$ cat src/rtl/lfsr_prng_stream.sv
// Fibonacci LFSR PRNG on a valid/ready stream; 1 cycle en->valid; out_data holds under back-pressure.
// `define LFSR_PRNG_PERIOD_EN to build the step counter and the wrap-to-start pulse.
module lfsr_prng_stream #(
  parameter int               WIDTH = 8,
  parameter logic [WIDTH-1:0] TAPS  = 8'hB8,
  parameter logic [WIDTH-1:0] SEED  = 8'h01
) (
  input  logic             clk,
  input  logic             reset,
  input  logic             en,
  input  logic             seed_valid,
  input  logic [WIDTH-1:0] seed_data,
  output logic             out_valid,
  input  logic             out_ready,
  output logic [WIDTH-1:0] out_data,
  output logic             seed_err,
  output logic             wrap,
  output logic [WIDTH-1:0] step_cnt
);

  typedef enum logic [0:0] {IDLE, RUN} state_t;

  state_t           state;
  logic [WIDTH-1:0] lfsr;
  logic [WIDTH-1:0] lfsr_next;
  logic [WIDTH-1:0] seed_eff;
  logic             seed_zero;
  logic             hs;

  assign lfsr_next = {lfsr[WIDTH-2:0], ^(lfsr & TAPS)};
  assign seed_zero = (seed_data == '0);
  // A zero seed would lock the LFSR, so it is replaced by the fallback seed.
  assign seed_eff  = seed_zero ? SEED : seed_data;
  assign hs        = out_valid & out_ready;
  assign out_data  = lfsr;

`ifdef LFSR_PRNG_PERIOD_EN
  logic [WIDTH-1:0] start;

  always_ff @(posedge clk) begin
    if (reset) begin
      start    <= SEED;
      step_cnt <= '0;
      wrap     <= 1'b0;
    end else begin
      wrap <= 1'b0;
      if (seed_valid) begin
        start    <= seed_eff;
        step_cnt <= '0;
      end else if (state == RUN && hs) begin
        if (lfsr_next == start) begin
          step_cnt <= '0;
          wrap     <= 1'b1;
        end else begin
          step_cnt <= step_cnt + 1'b1;
        end
      end
    end
  end
`else
  assign wrap     = 1'b0;
  assign step_cnt = '0;
`endif

  always_ff @(posedge clk) begin
    if (reset) begin
      state     <= IDLE;
      lfsr      <= SEED;
      out_valid <= 1'b0;
      seed_err  <= 1'b0;
    end else begin
      seed_err <= 1'b0;
      if (seed_valid) begin
        // Seed load wins over stepping; a coincident handshake's step is dropped.
        lfsr      <= seed_eff;
        state     <= IDLE;
        out_valid <= 1'b0;
        seed_err  <= seed_zero;
      end else begin
        case (state)
          IDLE: begin
            if (en) begin
              state     <= RUN;
              out_valid <= 1'b1;
            end
          end
          RUN: begin
            if (hs) lfsr <= lfsr_next;
            if (!en) begin
              state     <= IDLE;
              out_valid <= 1'b0;
            end
          end
          default: begin
            state     <= IDLE;
            out_valid <= 1'b0;
          end
        endcase
      end
    end
  end

endmodule
$ cat config.mk
export PLATFORM = sky130hd
export DESIGN_NAME = lfsr_prng_stream
export DESIGN_NICKNAME = d
export VERILOG_FILES = /design/src/rtl/lfsr_prng_stream.sv
export SDC_FILE = /design/constraint.sdc
export NUM_CORES = 1
export LEC_CHECK = 0
export CAP_MARGIN = 20
export CORE_UTILIZATION = 41
export CTS_CLUSTER_SIZE = 20
export DETAILED_ROUTE_END_ITERATION = 7
export PLACE_DENSITY = 0.86
export SLEW_MARGIN = 10
export SYNTH_ARGS = -nofsm -noshare
export SYNTH_HDL_FRONTEND = slang
export SYNTH_SLANG_ARGS = --single-unit
$ cat constraint.sdc
create_clock -name clk -period 2.43 [get_ports clk]
set_input_delay 0.486 -clock clk [delete_from_list [all_inputs] [get_ports clk]]
set_output_delay 0.486 -clock clk [all_outputs]
set_load 0.05 [all_outputs]
## Word level (Yosys, flattened, before mapping)

Index checks and enable logic that the tools add are counted.

| word-level totals | value |
|---|---|
| register bits after elaboration | 11 |
| output and inout port bits | 19 |
| input port bits | 13 |

| cells by class | value |
|---|---|
| reductions and logical operators | 8 |
| multiplexer cells | 8 |
| bitwise gates (word level) | 3 |
| eq/ne operators | 2 |

Operators by type and width:

| cell | count |
|---|---|
| two-way mux 8 bit | 4 |
| zero test 8 bit | 1 |
| XOR reduction 8 bit | 1 |
| inequality test 2 bit, second input constant | 2 |
| AND reduction 2 bit | 2 |
| nonzero test 2 bit | 2 |
| OR reduction 2 bit | 2 |
| two-way mux 1 bit | 3 |
| inverter 1 bit | 2 |
| one-hot mux 1 bit (2 select lines) | 1 |
| AND 1 bit | 1 |

## Depth between registers and ports, before layout

| depth | value |
|---|---|
| depth after elaboration | 4 |
| gate-level depth with buffers | 5 |

## Least setup slack after synthesis

Ideal clock, no wire load.

| timing path | value |
|---|---|
| path type | flip-flop to flip-flop |
| from | register out_valid |
| to | register lfsr[7] (netlist: out_data[7]) |
| arrival | 1.294 ns |
| path slack | 1.056 ns |
| setup time | 0.079 ns |
| buffers on the path | 1 |
| stages on the path, launching flop included | 6 |
| period minus slack after synthesis | 1.374 ns |
| path through | dfxtp_1 -> nand3_2 -> nand2_4 -> buf_12 -> nor2_2 -> a211oi_2 |

| between the ends | value |
|---|---|
| word-level cells in the longest chain between the ends | 3 |

RTL lines:

| element | RTL line | RTL |
|---|---|---|
| from (decl) | 13 | `output logic out_valid,` |
| from (signal assigned) | 69 | `out_valid <= 1'b0;` |
| from (signal assigned) | 77 | `out_valid <= 1'b0;` |
| from (signal assigned) | 84 | `out_valid <= 1'b1;` |
| AND 1 bit | 34 | `assign hs = out_valid & out_ready;` |
| nonzero test 2 bit (no line) | - |  |
| AND reduction 2 bit (no line) | - |  |
| to (signal assigned) | 88 | `if (hs) lfsr <= lfsr_next;` |
| to (decl) | 24 | `logic [WIDTH-1:0] lfsr;` |

Every way passes these cells.
A chain may end at the register's enable or synchronous reset.

## Worst setup path after layout

| timing path | value |
|---|---|
| from | register lfsr[3] (netlist: out_data[3]) |
| to | output out_data[3] |

RTL lines:

| element | RTL line | RTL |
|---|---|---|
| to (decl) | 15 | `output logic [WIDTH-1:0] out_data,` |

No word-level cell between the ends.

==> results.yml <==
timing:
  finalMaxSlewViolations: 0
  max_slew_margin: 0.6583
  hold_violations: 0
  finalSetupViolations: 0
  worstMarginPinSlew_ns: 0.5109
  fmax_ghz: 0.5102
  fin_crit_ns: 1.960
  tns_ns: 0
  setup_ws_ns: 0.4699
  period_share: 0.8066
  fin_skew_ns: 0.002290
  rsz0062_at_grt: "false"
placement:
  hpwl_um: 947
  gp_congestion: 0.6676
  post-place-ws_ns: 0.6925
  io_buffers: 22
  place_area_um2: 789.5
clock_network:
  cts_resized: 0
  cts_num_sinks: 11
  cts.clk_slew.worst_paths_ns: 0.07
  post_cts_buffers: 0
  cts_tree: "built"
  cts.htree.levels: 1
  cts_buffers: 3
  cts_hold_buf: 0
  root_buffer: "clkbuf_4"
  cts_max_path_buffers: 2
  clk_latency_ns: 0.27
routing:
  antenna_left: 0
  drcViolationCount: 0
  wl_per_cell_um: 12.04
  drt_iter0_drc: 8
  finalWirelength_mm: 1.216
  vias: 489
  vias_per_cell: 4.842
  dr.pass1.iters: 2
floorplanning:
  initial_core_util: 0.4560
  fp.dieH_um: 40.75
  die_area_um2: 1661
  row_count: 13
  core_area_um2: 1350
  die_x_um: 40.75
  pin_count: 32
setup_path:
  crit_required_ns: 1.94
  critical_path.top_delay_family: "buffers and inverters"
  crit_path_end_kind: "output pin"
  cpMaxStageDelayCell: "clkdlybuf4s50_1"
  start_kind: "flop"
  crit_buf_inv: 1
  critical_path_class: "reg2out"
  worstPathArrival_ns: 1.47
  critPathMaxFanout: 4
  critical_path.cell_chain: "clkdlybuf4s50_1"
  reg2reg_setup_slack_ns: 1.39
  critPathMaxStageDelay_ns: 0.82
yosys:
  ys_async_sr_fraction: 0
  syn-cell-area_um2: 615.6
  synth.avg_cell_area_um2: 9.771
  synthDominantCellAreaShare: 0.3577
  ys_ff_latch: 11
  synth-warning-count: 0
  netlist_instances: 63
  seq_area_frac_synth: 0.3577
  synth_edf_count: 0
  synth.area.top_cells: "dfxtp_1 36%, mux2i_1 11%, buf_4 11%, a211oi_1 7.3%, a211oi_2 4.1%"
  synth.most_common_cell: "dfxtp_1"
  post-synth-top-area-cell: "dfxtp_1"
  ys.flop_type: "dfxtp_1"
  synth.distinct_cells: 23
  synth_common_cells: "11 x dfxtp_1, 9 x buf_4, 7 x mux2i_1"
global_route:
  grt-ovfl-total: 0
  grt_pass1_vias: 429
  grt_use_total: 0.1738
  grt_max_degree: 16
  grt_pass1_wl_mm: 1.869
  antenna_found_initial: 0
layout:
  drive_gt1_frac: 0.1279
  syn2layout_area_growth_pct: 32.72
  n_antenna_cell: 0
  utilization: 0.6052
  fillers: 122
  nNetsFinal: 100
  postLayoutCellArea_um2: 817.0
power_and_ir_drop:
  powerDensity_nw_per_um2: 600.8
  p_total_mw: 0.4909
  p_leak_nw: 0.3251
  peakVddDrop_uv: 319.0
flow_run:
  drv_cap: 0
min_path:
  min_path_type: "reg2reg"
status:
  status: "completed"
==> registers in the layout (all words and copies together) (netlist names) <==
name	cells
out_data	8
out_valid	1
seed_err	1
state	1
==> logic make-up after synthesis <==
family,count (synthesis),share of synthesized area
muxes,7,0.1138
other,1,0.006092
buffers and inverters,14,0.1789
xor gates and xnor gates,3,0.04269
and+or+nand+nor,15,0.1443
AOI/OAI and AO/OA,11,0.1402
DFF,11,0.3577
adders and majority gates,1,0.01626
==> metal layers <==
| metal | share of wire | GRT usage | vias up |
|---|---|---|---|
| met5 | 0 | 0 | - |
| met4 | 0 | 0.1000 | 0 |
| met3 | 0.039 | 0.03804 | 0 |
| met2 | 0.49 | 0.2698 | 17 |
| met1 | 0.47 | 0.2190 | 221 |
| li1 | - | - | 251 |
==> report_power, final <==
part | internal, mW | switching, mW | leakage, nW | total (mW)
clock | 0.0610 | 0.0652 | 0.0177 | 0.126
sequential | 0.192 | 0.0108 | 0.0909 | 0.203
combinational | 0.0575 | 0.104 | 0.216 | 0.162
total | 0.311 | 0.180 | 0.325 | 0.491
==> cell usage in the layout (no fill, tap or decap), types with 3 or more instances in the layout <==
cell type        instances
clkdlybuf4s50_1         22
dfxtp_1                 11
conb_1                   9
mux2i_1                  7
a211oi_1                 6
nor2_1                   5
clkbuf_4                 3
==> per-stage QoR <==
step                      hold WS [ns]  instances
after floorplan                 0.5508         71
after global placement          0.5089         97
after detailed placement        0.5106         97
after CTS                       0.5218        101
after global routing            0.5386        101
final                           0.5270        101
==> area by class of cell <==
cell class              count  area (µm²)  share of cell area
multi-input cells          46       315.3              0.3859
repair buffers             23       227.7              0.2787
flip-flops and latches     11       220.2              0.2695
clock buffers               3       22.52             0.02757
well taps                  15       18.77             0.02297
inverters                   2       7.507            0.009188
clock inverters             1       5.005            0.006126
==> path summary, 6_finish.rpt <==
check	from	cells past startpoint	endpoint
setup / recovery	out_data[3]	1	out_data[3]
hold / removal	out_data[1]	2	out_data[1]
setup reg to reg	out_valid	4	out_data[3]
hold reg to reg	out_data[1]	2	out_data[1]
No activity file was read; power rests on OpenSTA's default activity.
